<file path="config.mk">
export PLATFORM = sky130hd
export DESIGN_NAME = forward_hazard_unit
export DESIGN_NICKNAME = d
export VERILOG_FILES = /design/src/rtl/forward_hazard_unit_pkg.sv /design/src/rtl/fwd_tag_slot.sv /design/src/rtl/forward_hazard_unit.sv
export SDC_FILE = /design/constraint.sdc
export NUM_CORES = 1
export LEC_CHECK = 0
export ABC_CLOCK_PERIOD_IN_PS = 2100
export CAP_MARGIN = 20
export CORE_ASPECT_RATIO = 1.1
export CORE_MARGIN = 4
export CORE_UTILIZATION = 49
export DETAILED_ROUTE_END_ITERATION = 10
export PLACE_DENSITY = 0.82
export SLEW_MARGIN = 20
export SYNTH_ARGS = -nofsm -noshare
export SYNTH_HDL_FRONTEND = slang
export SYNTH_SLANG_ARGS = --single-unit
</file>
<file path="constraint.sdc">
create_clock -name clk -period 2.1 [get_ports clk]
set_clock_uncertainty 0.2 [all_clocks]
set_input_delay 0.42 -clock clk [delete_from_list [all_inputs] [get_ports clk]]
set_output_delay 0.42 -clock clk [all_outputs]
set_load 0.005 [all_outputs]
</file>
<file path="src/rtl/forward_hazard_unit_pkg.sv">
// forward_hazard_unit_pkg
//   Shared definitions for the execute-stage operand/flag bypass producer:
//   select-code constants, the per-stage tag layout and small helpers for
//   the match / youngest-first priority logic.
package forward_hazard_unit_pkg;

  localparam int REG_AW = 3;

  // ALU operand mux select codes (codes 4-7 of the 8-input mux are unused)
  localparam logic [1:0] SEL_RF  = 2'd0;  // register file
  localparam logic [1:0] SEL_MEM = 2'd1;  // producer was in EX
  localparam logic [1:0] SEL_WB  = 2'd2;  // producer was in MEM
  localparam logic [1:0] SEL_RET = 2'd3;  // producer was in WB (retire latch)

  // CCR mux select codes
  localparam logic [1:0] CCR_SEL_REG = 2'd0;
  localparam logic [1:0] CCR_SEL_MEM = 2'd1;
  localparam logic [1:0] CCR_SEL_WB  = 2'd2;
  localparam logic [1:0] CCR_SEL_RET = 2'd3;

  // Tag carried alongside an instruction through EX / MEM / WB
  typedef struct packed {
    logic              valid;
    logic [REG_AW-1:0] rd;
    logic              rd_wr;
    logic              is_load;
    logic              ccr_wr;
  } fwd_tag_t;

  localparam fwd_tag_t TAG_BUBBLE = '0;

  function automatic logic gpr_hit(input fwd_tag_t t, input logic [REG_AW-1:0] rs,
                                   input logic use_rs);
    return use_rs & t.valid & t.rd_wr & (t.rd == rs);
  endfunction

  function automatic logic ccr_hit(input fwd_tag_t t, input logic use_ccr);
    return use_ccr & t.valid & t.ccr_wr;
  endfunction

  // Youngest producer wins: EX slot, then MEM, then WB.
  function automatic logic [1:0] pick_sel(input logic hit_ex, input logic hit_mem,
                                          input logic hit_wb);
    if (hit_ex)       return SEL_MEM;
    else if (hit_mem) return SEL_WB;
    else if (hit_wb)  return SEL_RET;
    else              return SEL_RF;
  endfunction

  function automatic logic [1:0] pick_ccr(input logic hit_ex, input logic hit_mem,
                                          input logic hit_wb);
    if (hit_ex)       return CCR_SEL_MEM;
    else if (hit_mem) return CCR_SEL_WB;
    else if (hit_wb)  return CCR_SEL_RET;
    else              return CCR_SEL_REG;
  endfunction

endpackage

</file>
<file path="src/rtl/fwd_tag_slot.sv">
// fwd_tag_slot
//   One pipeline tag register.
//   Ports: clk, reset (async, active low), hold (keep contents),
//          bubble (load an invalid tag, overrides hold), tag_in (next tag),
//          tag_q (registered tag).
module fwd_tag_slot
  import forward_hazard_unit_pkg::*;
(
  input  logic     clk,
  input  logic     reset,
  input  logic     hold,
  input  logic     bubble,
  input  fwd_tag_t tag_in,
  output fwd_tag_t tag_q
);

  fwd_tag_t tag_d;

  always_comb begin
    tag_d = tag_q;
    if (bubble)     tag_d = TAG_BUBBLE;
    else if (!hold) tag_d = tag_in;
  end

  always_ff @(posedge clk or negedge reset) begin
    if (!reset) tag_q <= TAG_BUBBLE;
    else        tag_q <= tag_d;
  end

endmodule

</file>
<file path="src/rtl/forward_hazard_unit.sv">
// forward_hazard_unit
//   Producer side of the execute-stage operand and CCR bypass. Tracks the
//   destination / CCR-write tags of instructions in EX, MEM and WB, registers
//   the forward selects for the instruction leaving RR, and stalls RR for one
//   cycle on a load-use dependency against the instruction in EX.
//   Ports:
//     clk, reset          clock, async active-low reset
//     rr_*                decoded fields of the instruction in RR
//     stall_in            freeze the whole pipe
//     flush               kill the instruction leaving RR
//     stall_out           hold RR/IF, bubble into EX (combinational)
//     ex_sel1/ex_sel2     registered ALU operand forward selects
//     ccr_sel             registered CCR forward select
module forward_hazard_unit #(
  parameter int REG_AW = 3,
  parameter int SEL_W  = 3
) (
  input  logic              clk,
  input  logic              reset,
  input  logic              rr_valid,
  input  logic [REG_AW-1:0] rr_rs1,
  input  logic [REG_AW-1:0] rr_rs2,
  input  logic              rr_use1,
  input  logic              rr_use2,
  input  logic [REG_AW-1:0] rr_rd,
  input  logic              rr_rd_wr,
  input  logic              rr_is_load,
  input  logic              rr_ccr_use,
  input  logic              rr_ccr_wr,
  input  logic              stall_in,
  input  logic              flush,
  output logic              stall_out,
  output logic [SEL_W-1:0]  ex_sel1,
  output logic [SEL_W-1:0]  ex_sel2,
  output logic [1:0]        ccr_sel
);

  import forward_hazard_unit_pkg::*;

  fwd_tag_t rr_tag, ex_tag, mem_tag, wb_tag;

  logic       hazard;
  logic       ex_kill;
  logic [1:0] code1, code2, code_ccr;

  logic [SEL_W-1:0] sel1_d, sel1_q;
  logic [SEL_W-1:0] sel2_d, sel2_q;
  logic [1:0]       ccr_sel_d, ccr_sel_q;

  always_comb begin
    rr_tag         = TAG_BUBBLE;
    rr_tag.valid   = rr_valid;
    rr_tag.rd      = rr_rd;
    rr_tag.rd_wr   = rr_rd_wr;
    rr_tag.is_load = rr_is_load;
    rr_tag.ccr_wr  = rr_ccr_wr;
  end

  // Only a load still in EX can't be bypassed in time; from MEM onward the
  // WB-stage value is available.
  assign hazard = rr_valid & ~flush & ex_tag.is_load &
                  (gpr_hit(ex_tag, rr_rs1, rr_use1) | gpr_hit(ex_tag, rr_rs2, rr_use2));
  assign stall_out = hazard;

  // EX receives a bubble on flush (even when frozen) or on a load-use stall
  // that actually advances the pipe.
  assign ex_kill = flush | (hazard & ~stall_in);

  fwd_tag_slot u_ex_slot (
    .clk    (clk),
    .reset  (reset),
    .hold   (stall_in),
    .bubble (ex_kill),
    .tag_in (rr_tag),
    .tag_q  (ex_tag)
  );

  fwd_tag_slot u_mem_slot (
    .clk    (clk),
    .reset  (reset),
    .hold   (stall_in),
    .bubble (1'b0),
    .tag_in (ex_tag),
    .tag_q  (mem_tag)
  );

  fwd_tag_slot u_wb_slot (
    .clk    (clk),
    .reset  (reset),
    .hold   (stall_in),
    .bubble (1'b0),
    .tag_in (mem_tag),
    .tag_q  (wb_tag)
  );

  always_comb begin
    code1 = SEL_RF;
    code2 = SEL_RF;
    code_ccr = CCR_SEL_REG;
    if (rr_valid) begin
      code1 = pick_sel(gpr_hit(ex_tag, rr_rs1, rr_use1),
                       gpr_hit(mem_tag, rr_rs1, rr_use1),
                       gpr_hit(wb_tag, rr_rs1, rr_use1));
      code2 = pick_sel(gpr_hit(ex_tag, rr_rs2, rr_use2),
                       gpr_hit(mem_tag, rr_rs2, rr_use2),
                       gpr_hit(wb_tag, rr_rs2, rr_use2));
      code_ccr = pick_ccr(ccr_hit(ex_tag, rr_ccr_use),
                          ccr_hit(mem_tag, rr_ccr_use),
                          ccr_hit(wb_tag, rr_ccr_use));
    end
  end

  // Select update mirrors the EX slot: cleared with a bubble, held on freeze.
  always_comb begin
    sel1_d    = sel1_q;
    sel2_d    = sel2_q;
    ccr_sel_d = ccr_sel_q;
    if (ex_kill) begin
      sel1_d    = '0;
      sel2_d    = '0;
      ccr_sel_d = CCR_SEL_REG;
    end else if (!stall_in) begin
      sel1_d    = SEL_W'(code1);
      sel2_d    = SEL_W'(code2);
      ccr_sel_d = code_ccr;
    end
  end

  always_ff @(posedge clk or negedge reset) begin
    if (!reset) begin
      sel1_q    <= '0;
      sel2_q    <= '0;
      ccr_sel_q <= CCR_SEL_REG;
    end else begin
      sel1_q    <= sel1_d;
      sel2_q    <= sel2_d;
      ccr_sel_q <= ccr_sel_d;
    end
  end

  assign ex_sel1 = sel1_q;
  assign ex_sel2 = sel2_q;
  assign ccr_sel = ccr_sel_q;

  // Load flag of the oldest slot has no consumer.
  logic unused_wb_load;
  assign unused_wb_load = wb_tag.is_load;

endmodule
</file>
Word level (Yosys, flattened, before mapping)
Index checks and enable logic that the tools add are counted.
{"block": "op_classes", "n_eq_ne": 7, "muxes": 20, "n_bitwise": 32}
{"op": "1-bit bitwise AND", "count": 28}
{"op": "2-bit two-way mux", "count": 14}
{"op": "3-bit equality test", "count": 6}
{"op": "7-bit two-way mux", "count": 2}
{"op": "3-bit two-way mux", "count": 4}
{"op": "2-bit by 1-bit inequality test with 1-bit output, second input constant", "count": 1}
{"op": "1-bit NOT", "count": 2}
{"op": "1-bit OR", "count": 2}
{"block": "totals", "ff_bits": 27, "word_cells": 75, "input_bits": 20, "output_inout_bits": 9}

Logic depth before layout (Yosys ltp)
Gate-level depths: netlist of the first run.
{"block": "depth", "word_depth": 9, "depth_mapped": 5, "mapped_depth_nobuf": 5}

Cells and area by module
Synthesis of the first run repeated with hierarchy kept, for this count alone.
{"block": "unflattened", "cells_unflattened": 133, "area_unflattened_um2": 1402.6}
{"module": "fwd_tag_slot", "instances": 3, "cells_per_inst": 22, "seq_area_each_um2": 175.2, "area_per_inst_um2": 282.8}
{"module": "forward_hazard_unit", "instances": 1, "cells_per_inst": 67, "seq_area_each_um2": 150.1, "area_per_inst_um2": 554.3}

Least setup slack after synthesis of the first run
OpenSTA, ideal clock, no wires.
{"block": "synth_path", "kind": "input -> register", "start": "in rr_rs1[2]", "end": "reg u_ex_slot.tag_q[2] (netlist bit)", "cell_stages": 5, "slack_ps": 251, "t_arrival_ps": 1511, "setup_time_ps": 138, "required_ps": 1762, "n_path_buf": 0, "cell_sequence": "xor2_1 > nor4_2 > o21ai_2 > nor3b_4 > o22ai_1"}
{"block": "synth_between", "elab_chain_len": 7, "elab_cells_between_ends": 8, "classes_between": "eq/ne: 2; mux: 1; bitwise: 5"}
{"element": "start: declaration", "line_no": "forward_hazard_unit.sv:21", "source": "input logic [REG_AW-1:0] rr_rs1,"}
{"element": "3-bit equality test (*)", "line_no": "forward_hazard_unit_pkg.sv:34", "source": "return use_rs & t.valid & t.rd_wr & (t.rd == rs);"}
{"element": "1-bit bitwise AND (*)", "line_no": "forward_hazard_unit_pkg.sv:34"}
{"element": "1-bit OR (*)", "line_no": "forward_hazard_unit.sv:62", "source": "(gpr_hit(ex_tag, rr_rs1, rr_use1) | gpr_hit(ex_tag, rr_rs2, rr_use2));"}
{"element": "1-bit bitwise AND (*)", "line_no": "forward_hazard_unit.sv:61", "source": "assign hazard = rr_valid & ~flush & ex_tag.is_load &"}
{"element": "1-bit bitwise AND (*)", "line_no": "forward_hazard_unit.sv:67", "source": "assign ex_kill = flush | (hazard & ~stall_in);"}
{"element": "1-bit OR (*)", "line_no": "forward_hazard_unit.sv:67"}
{"element": "2-bit by 1-bit inequality test with 1-bit output (no source line) / 7-bit two-way mux (equally long branches)"}
{"element": "end signal: assignment", "line_no": "fwd_tag_slot.sv:27", "source": "else tag_q <= tag_d;"}
{"element": "end: declaration", "line_no": "fwd_tag_slot.sv:14", "source": "output fwd_tag_t tag_q"}
Every way passes the cells marked *; elsewhere a longest branch is shown, timed or not.
A chain may end at the register's enable or synchronous reset.

Final worst setup path of the first run
{"block": "layout_path", "start": "reg u_ex_slot.tag_q[4] (netlist bit)", "end": "out stall_out"}
{"block": "layout_between", "elab_chain_len": 4, "elab_cells_between_ends": 6, "classes_between": "eq/ne: 2; bitwise: 4"}
{"element": "3-bit equality test", "line_no": "forward_hazard_unit_pkg.sv:34"}
{"element": "1-bit bitwise AND", "line_no": "forward_hazard_unit_pkg.sv:34"}
{"element": "1-bit OR (*)", "line_no": "forward_hazard_unit.sv:62"}
{"element": "1-bit bitwise AND (*)", "line_no": "forward_hazard_unit.sv:61"}
{"element": "end: declaration", "line_no": "forward_hazard_unit.sv:32", "source": "output logic stall_out,"}
Marks and branches as above.

==> key figures, run 1 <==
Outcome
  • Outcome: finished, violations left
  • Failing checks: negative setup slack

Worst setup path
  • CP bufs+invs: 1
  • Crit-path slowest cell: dfrtp_2
  • Nature of the critical path endpoint: output pin
  • Delay-heaviest family, CP: flip-flops
  • Crit Path Max Fanout: 3
  • Worst setup path class: reg2out
  • CP Launch Type: flop
  • Crit-path cells: xor2_1 -> nor4_2 -> o211a_1 -> buf_2
  • Slowest stage delay, CP: 0.46 ns
  • CP required: 1.48 ns
  • CP arrival: ~1.6 ns

Clocking
  • Longest Clk Path Bufs: 2
  • TritonCTS Sinks: 25
  • Skew-Pair Late Insertion Delay: ~0.31 ns
  • CTS clk-pin slew, worst paths: between 0.1 and 0.15 ns
  • Depth of the CTS H-tree: 1
  • Root Buffer: clkbuf_4
  • TritonCTS Buffers: 3
  • Hold-fix buffers, CTS: 0
  • Post-CTS Setup Inserts: 0
  • CTS tree: built

STA
  • Final period utilization: 1.036
  • RSZ-0062 raised after global routing: true
  • Final setup vio count: 1
  • Fin crit period: ~2.2 ns
  • Min Hold Slack: about 0.25 ns
  • Final setup TNS: -0.07606 ns
  • Endpoints failing hold: 0
  • Slew Limit Fails: 0
  • Setup WS post-layout: -0.07606 ns
  • FMAX: between 0.4 and 0.5 GHz

Place
  • DP Wirelength: around 2.4 mm
  • Cell Area, Placed: around 1800 um2
  • Routability cong.: ~0.90
  • Port buffer count: 26

Yosys
  • Synth unique cells: 29
  • Synth top area cells: dfrtp_1 (47%), xor2_1 (11%), mux2_2 (10%), nand2_1 (5.7%), nor4_2 (1.9%)
  • Synth area leader: dfrtp_1
  • Seq cells post-synth: 25
  • Avg Cell Area, Syn: approximately 10 um2
  • Cell Area, Synth: around 1300 um2
  • Post-synthesis cell count: 126
  • Synth warnings: 0
  • Post-synthesis sequential area ratio: 0.4744
  • Area share of the largest cell type after synthesis: 0.4744

Layout
  • Final Cell Area: around 1800 um2
  • Area growth syn-to-layout: 37.67%
  • Layout cells sized above 1: 0.2717
  • Most frequent cells in the layout: dfrtp_1 (24), buf_4 (21), nand2_1 (20), clkdlybuf4s50_1 (18), xor2_1 (13)
  • Post-Route Utilization: 0.7137
  • # nets final: between 150 and 200
  • Commonest non-fill, non-tap cell in the layout: dfrtp_1
  • ANT cells: 0

Floorplanning
  • Io pins: 29
  • Area of the core: between 2000 and 3000 um2
  • Die ar.: 3586 um2
  • Die Ht: between 60 and 70 um
  • Die Wd: 57.47 um
  • Initial Utilization: 0.5184
  • Cell Rows: 19

Power and ir drop
  • Switch share: 0.2741
  • Clock power frac: 0.225
  • Peak supply drop: ~400 uV
  • Sequential share of power: 0.585
  • Final Total Pwr: 0.0009358 W
  • Static leakage: 0.8210 nW
  • PwrDens: about 520 nW/um2
  • Net Switching: roughly 0.00026 W
  • Logic pwr share: 0.190
  • P_int: around 0.00068 W

GRT
  • Aggregate global-route resource usage: 0.1788
  • Vias in the first global route: 1166
  • Number of antenna violations at the first check in global routing: 0
  • Pin count of the biggest net entering global routing: 26
  • Grt ovf: 0
  • First-pass GRT wire length: just over 5 mm

Worst hold path
  • Hold WC Path Type: in2async

Routing
  • 1st-pass router iterations: 4
  • Via density: 5.451
  • Initial detailed-routing violation count: 18
  • Routed WL: between 3 and 4 mm
  • Residual DRC: 0
  • Vias after detailed routing: roughly 1100
  • Post-DRT Antenna Nets: 0
  • Per-cell routed wire length: between 10 and 15 um

Run
  • Max-cap violations: 0
-- flip-flops by register name, summed over array words and instances, names as in the netlist --
name	flops
u_ex_slot.tag_q	7
u_mem_slot.tag_q	6
u_wb_slot.tag_q	6
ccr_sel	2
ex_sel1	2
ex_sel2	2
-- power by group through the flow --
stage	logic [W]	registers (W)	clock network, W
2_1_floorplan	0.0000840	0.000545	0
3_3_place_gp	0.000169	0.000552	0
3_5_place_dp	0.000176	0.000554	0
4_1_cts	0.000177	0.000545	0.000218
5_1_grt	0.000197	0.000552	0.000243
6_report	0.000178	0.000547	0.000211
-- cell usage after synthesis (all sizes together) --
cell type / number
o22ai: 4
nand4: 2
o31ai: 2
nand3: 4
nor2: 4
o21ai: 6
a21oi: 4
buf: 3
o211a: 1
dfrtp: 25
nor4: 4
a2111oi: 1
mux2: 12
nor2b: 2
nor3: 3
xnor2: 2
a32oi: 1
clkbuf: 2
xor2: 16
nand2: 20
a22oi: 2
nand3b: 2
nor3b: 1
or3: 2
conb: 1
-- cell families (layout without fill, tap and decap cells) --
family / Yosys count / after routing / synth area share
AO/OA/AOI/OAI: 21 / 21 / 0.1034
XOR/XNOR: 18 / 18 / 0.1195
buffers and inverters: 5 / 51 / 0.01992
flip-flops: 25 / 25 / 0.4744
multiplexers: 12 / 12 / 0.1025
other: 1 / 2 / 0.002844
AND/OR/NAND/NOR: 44 / 44 / 0.1774
-- per-stage QoR --
step           instances  worst slack, ns
2_1_floorplan        127           0.2506
3_3_place_gp         200          -0.6215
3_5_place_dp         200          -0.6554
4_1_cts              204          -0.1104
5_1_grt              204          -0.1552
6_report             204         -0.07606
-- final cells by class --
type / instances / area, um2
Timing Repair Buffer: 47 / 407.9
Fill cell: 196 / 728.2
Clock buffer: 3 / 22.52
Multi-Input combinational cell: 97 / 714.4
Tap cell: 31 / 38.79
Clock inverter: 1 / 5.005
Sequential cell: 25 / 626.9
-- path summary, 6_finish.rpt --
kind,start,end,slack (ns),cells past startpoint
max in group asynchronous,reset,u_ex_slot.tag_q[4],1.19,2
min in group clk,ex_sel2[0],ex_sel2[0],0.30,2
worst max register to register,u_ex_slot.tag_q[4],u_ex_slot.tag_q[3],0.15,6
worst max-delay path,u_ex_slot.tag_q[4],stall_out,-0.08,4
worst min register to register,ex_sel2[0],ex_sel2[0],0.30,2
worst min-delay path,reset,u_ex_slot.tag_q[3],0.25,2
-- timing repair --
action	in CTS	in global routing
pin swaps	4	2
setup endpoints to repair	7	5
gates resized for setup	14	4
-- per-layer routing --
| metal | global-route usage | vias to the layer above | wire, um |
|---|---|---|---|
| met5 | 0 | - | 0 |
| met4 | 0.04638 | 0 | 16 |
| met3 | 0.02479 | 2 | 147 |
| met2 | 0.2924 | 31 | 1544 |
| met1 | 0.2467 | 538 | 1325 |
| li1 | - | 541 | - |
Power figures use the tool's default switching activity.
==> run 2, diff against run 1 <==
--- a/config.mk
+++ b/config.mk
@@ -9,9 +9,10 @@
 export CAP_MARGIN = 20
 export CORE_ASPECT_RATIO = 1.1
 export CORE_MARGIN = 4
-export CORE_UTILIZATION = 49
+export CORE_UTILIZATION = 52
+export CTS_BUF_LIST = sky130_fd_sc_hd__clkbuf_2
 export DETAILED_ROUTE_END_ITERATION = 10
-export PLACE_DENSITY = 0.82
+export PLACE_DENSITY = 0.86
 export SLEW_MARGIN = 20
 export SYNTH_ARGS = -nofsm -noshare
 export SYNTH_HDL_FRONTEND = slang
==> constraint.sdc (replaced) <==
create_clock -name clk -period 2.1 [get_ports clk]
set_clock_uncertainty 0.2 [all_clocks]
set_input_delay 0.42 -clock clk [delete_from_list [all_inputs] [get_ports clk]]
set_output_delay 0.42 -clock clk [all_outputs]
set_load 0.05 [all_outputs]
==> run 2 against run 1 <==
Compared with the run above:
- the run still ends with negative setup slack left
- sequential cell count did not move
- global-route usage increased by 3.8 points
- core utilization up 6.3 points
- die area is 5.0% lower
- critical path depth unchanged
- hold slack got worse by 0.055 ns
- via count up 2.1%
- routed wire length increased by 13%
- critical path type unchanged
- design area increased by 0.21%
- critical endpoint unchanged
- register-to-register slack worse by 0.02 ns
- clock power shrank 9%
- maximum frequency is 7.2% lower
==> key figures, run 2 (synthesis results as in run 1) <==
Place
  • DP Worst Slack: -0.3384 ns (+0.3170 ns)
  • Routability cong.: 0.9276 (+3.0%)
  • Port buffer count: 26 (unchanged)
  • Dpl cells: 195 (-2.5%)
  • DP Wirelength: 2.480 mm (+4.6%)
  • Cell Area, Placed: 1717 um2 (-2.1%)

Routing
  • Via density: 5.675 (+4.1%)
  • Routed WL: 3.416 mm (+13%)
  • Vias after detailed routing: 1135 (+2.1%)
  • Per-cell routed wire length: 17.08 um (+15%)
  • Initial detailed-routing violation count: 36 (+18)
  • Residual DRC: 0 (unchanged)
  • Post-DRT Antenna Nets: 0 (unchanged)
  • 1st-pass router iterations: 4 (unchanged)

Worst setup path
  • Worst setup path class: reg2out
  • Crit Path Max Fanout: 3 (unchanged)
  • Crit-path cells: xor2_2 -> nor4_4 -> o211a_1 -> buf_12
  • CP bufs+invs: 1 (unchanged)
  • Delay-heaviest family, CP: flip-flops
  • CP arrival: 1.72 ns (+0.16 ns)
  • Crit-path slowest cell: dfrtp_2
  • Slowest stage delay, CP: 0.50 ns (+0.04 ns)
  • Nature of the critical path endpoint: output pin
  • R2R setup slack: 0.13 ns (-0.02 ns)
  • CP Launch Type: flop
  • CP required: 1.48 ns (about the same)

STA
  • Worst relative slew slack: 0.6613
  • Final setup vio count: 1 (unchanged)
  • Fin crit period: 2.345 ns (+0.1688 ns)
  • FMAX: 0.4265 GHz (-7.2%)
  • Final period utilization: 1.117 (+0.08037)
  • Setup WS post-layout: -0.2448 ns (-0.1688 ns)
  • Slew Limit Fails: 0 (unchanged)
  • Measured slew at the worst slew-check pin: around 0.50 ns
  • Min Hold Slack: 0.1955 ns (-0.05490 ns)
  • RSZ-0062 raised after global routing: true
  • Endpoints failing hold: 0 (unchanged)

Clocking
  • Longest Clk Path Bufs: 2 (unchanged)
  • CTS clk-pin slew, worst paths: 0.23 ns (+0.10 ns)
  • Depth of the CTS H-tree: 1 (unchanged)
  • CTS tree: built
  • TritonCTS Buffers: 3 (unchanged)
  • Root Buffer: clkbuf_2
  • TritonCTS Sinks: 25 (unchanged)
  • Hold-fix buffers, CTS: 0 (unchanged)
  • Skew-Pair Late Insertion Delay: 0.34 ns (+0.03 ns)

GRT
  • Vias in the first global route: 1207 (+3.5%)
  • Met3 GRT Util: 0.04255 (+0.01776)
  • M2 GR Usage: 0.3990 (+0.1066)
  • Grt ovf: 0 (unchanged)
  • Aggregate global-route resource usage: 0.2164 (+0.03751)
  • Number of antenna violations at the first check in global routing: 0 (unchanged)
  • Pin count of the biggest net entering global routing: 26 (unchanged)
  • Met1 usage: 0.2396 (-0.007115)
  • Global route hottest layer: met2
  • First-pass GRT wire length: 5.520 mm (+6.5%)

Power and ir drop
  • Peak supply drop: 422.8 uV (+6.1%)
  • PwrDens: 514.2 nW/um2 (-0.25%)
  • Final Total Pwr: 0.0009355 W (about the same)
  • Static leakage: 0.8116 nW (-1.1%)

Floorplanning
  • Io pins: 29 (unchanged)
  • Die Wd: 56.02 um (-2.5%)
  • Area of the core: 2342 um2 (-7.9%)
  • Die ar.: 3407 um2 (-5.0%)
  • Die Ht: 60.82 um (-2.6%)
  • Initial Utilization: 0.5630 (+0.04459)
  • Cell Rows: 18 (-1)

Layout
  • Final Cell Area: 1819 um2 (+0.21%)
  • Max FFs per register: 7 (unchanged)
  • Commonest non-fill, non-tap cell in the layout: buf_4
  • Area growth syn-to-layout: 37.95%
  • ANT cells: 0 (unchanged)
  • Non-Filler Instances: 200 (-2.0%)
  • # nets final: 191 (-1.5%)
  • Most frequent cells in the layout: buf_4 (24), dfrtp_1 (22), nand2_1 (20), clkdlybuf4s50_1 (14), mux2_2 (12)
  • Largest registers: u_ex_slot.tag_q (7), u_mem_slot.tag_q (6), u_wb_slot.tag_q (6)
  • Reg with most FFs: u_ex_slot.tag_q
  • Layout cells sized above 1: 0.3294 (+0.05774)

Outcome
  • Failing checks: negative setup slack
  • Outcome: finished, violations left

Run
  • Max-cap violations: 0 (unchanged)

Worst hold path
  • Hold WC Path Type: in2async
-- run 2: changes by cell type in the layout (fill, tap and decap cells not counted), sizes merged --
cell           previous run  this run
buf                      22        25
clkbuf                    3         4
clkdlybuf4s50            18        14
clkinv                    1         0
dlygate4sd2               6         5
dlymetal6s2s              1         0
-- run 2: stage by stage --
| stage | utilization | TNS, ns |
|---|---|---|
| floorplan | - | 0 |
| global placement | 0.7329 | -3.094 |
| detailed placement | 0.7329 | -4.017 |
| CTS | 0.7682 | -0.2231 |
| global route | 0.7767 | -0.2966 |
| finish | 0.7767 | -0.2448 |
-- run 2: report_power, final --
| group | total, W | internal, W | switching, W |
|---|---|---|---|
| combinational | 0.000191 | 0.0000978 | 0.0000936 |
| clock | 0.000192 | 0.0000503 | 0.000142 |
| sequential | 0.000552 | 0.000512 | 0.0000402 |
-- run 2: cell type report --
type	count	area, um2
multi-input cells	97	748.2
flip-flops and latches	25	629.4
fillers	174	523.0
repair buffers	44	384.1
well taps	30	37.54
clock buffers	4	20.02
-- run 2: worst paths after layout --
| kind | startpoint | to | cells past startpoint |
|---|---|---|---|
| worst max-delay path | u_ex_slot.tag_q[4] | stall_out | 4 |
| worst min-delay path | reset | ex_sel1[1] | 2 |
| worst max register to register | u_ex_slot.tag_q[2] | u_ex_slot.tag_q[3] | 6 |
| worst min register to register | ex_sel2[1] | ex_sel2[1] | 2 |
| max in group asynchronous | reset | u_ex_slot.tag_q[3] | 2 |
| min in group clk | ex_sel2[1] | ex_sel2[1] | 2 |
-- run 2: layer usage --
metal / share of wire / vias up
li1: - / 526
met1: 0.40 / 565
met2: 0.53 / 36
met3: 0.049 / 8
met4: 0.028 / 0
met5: 0 / -
-- run 2: timing repair --
item | in CTS | in global routing
setup endpoints to repair | 1 | 5
buffers inserted | 1 | 0
resized for setup | 16 | 3
pin swaps | 4 | 1
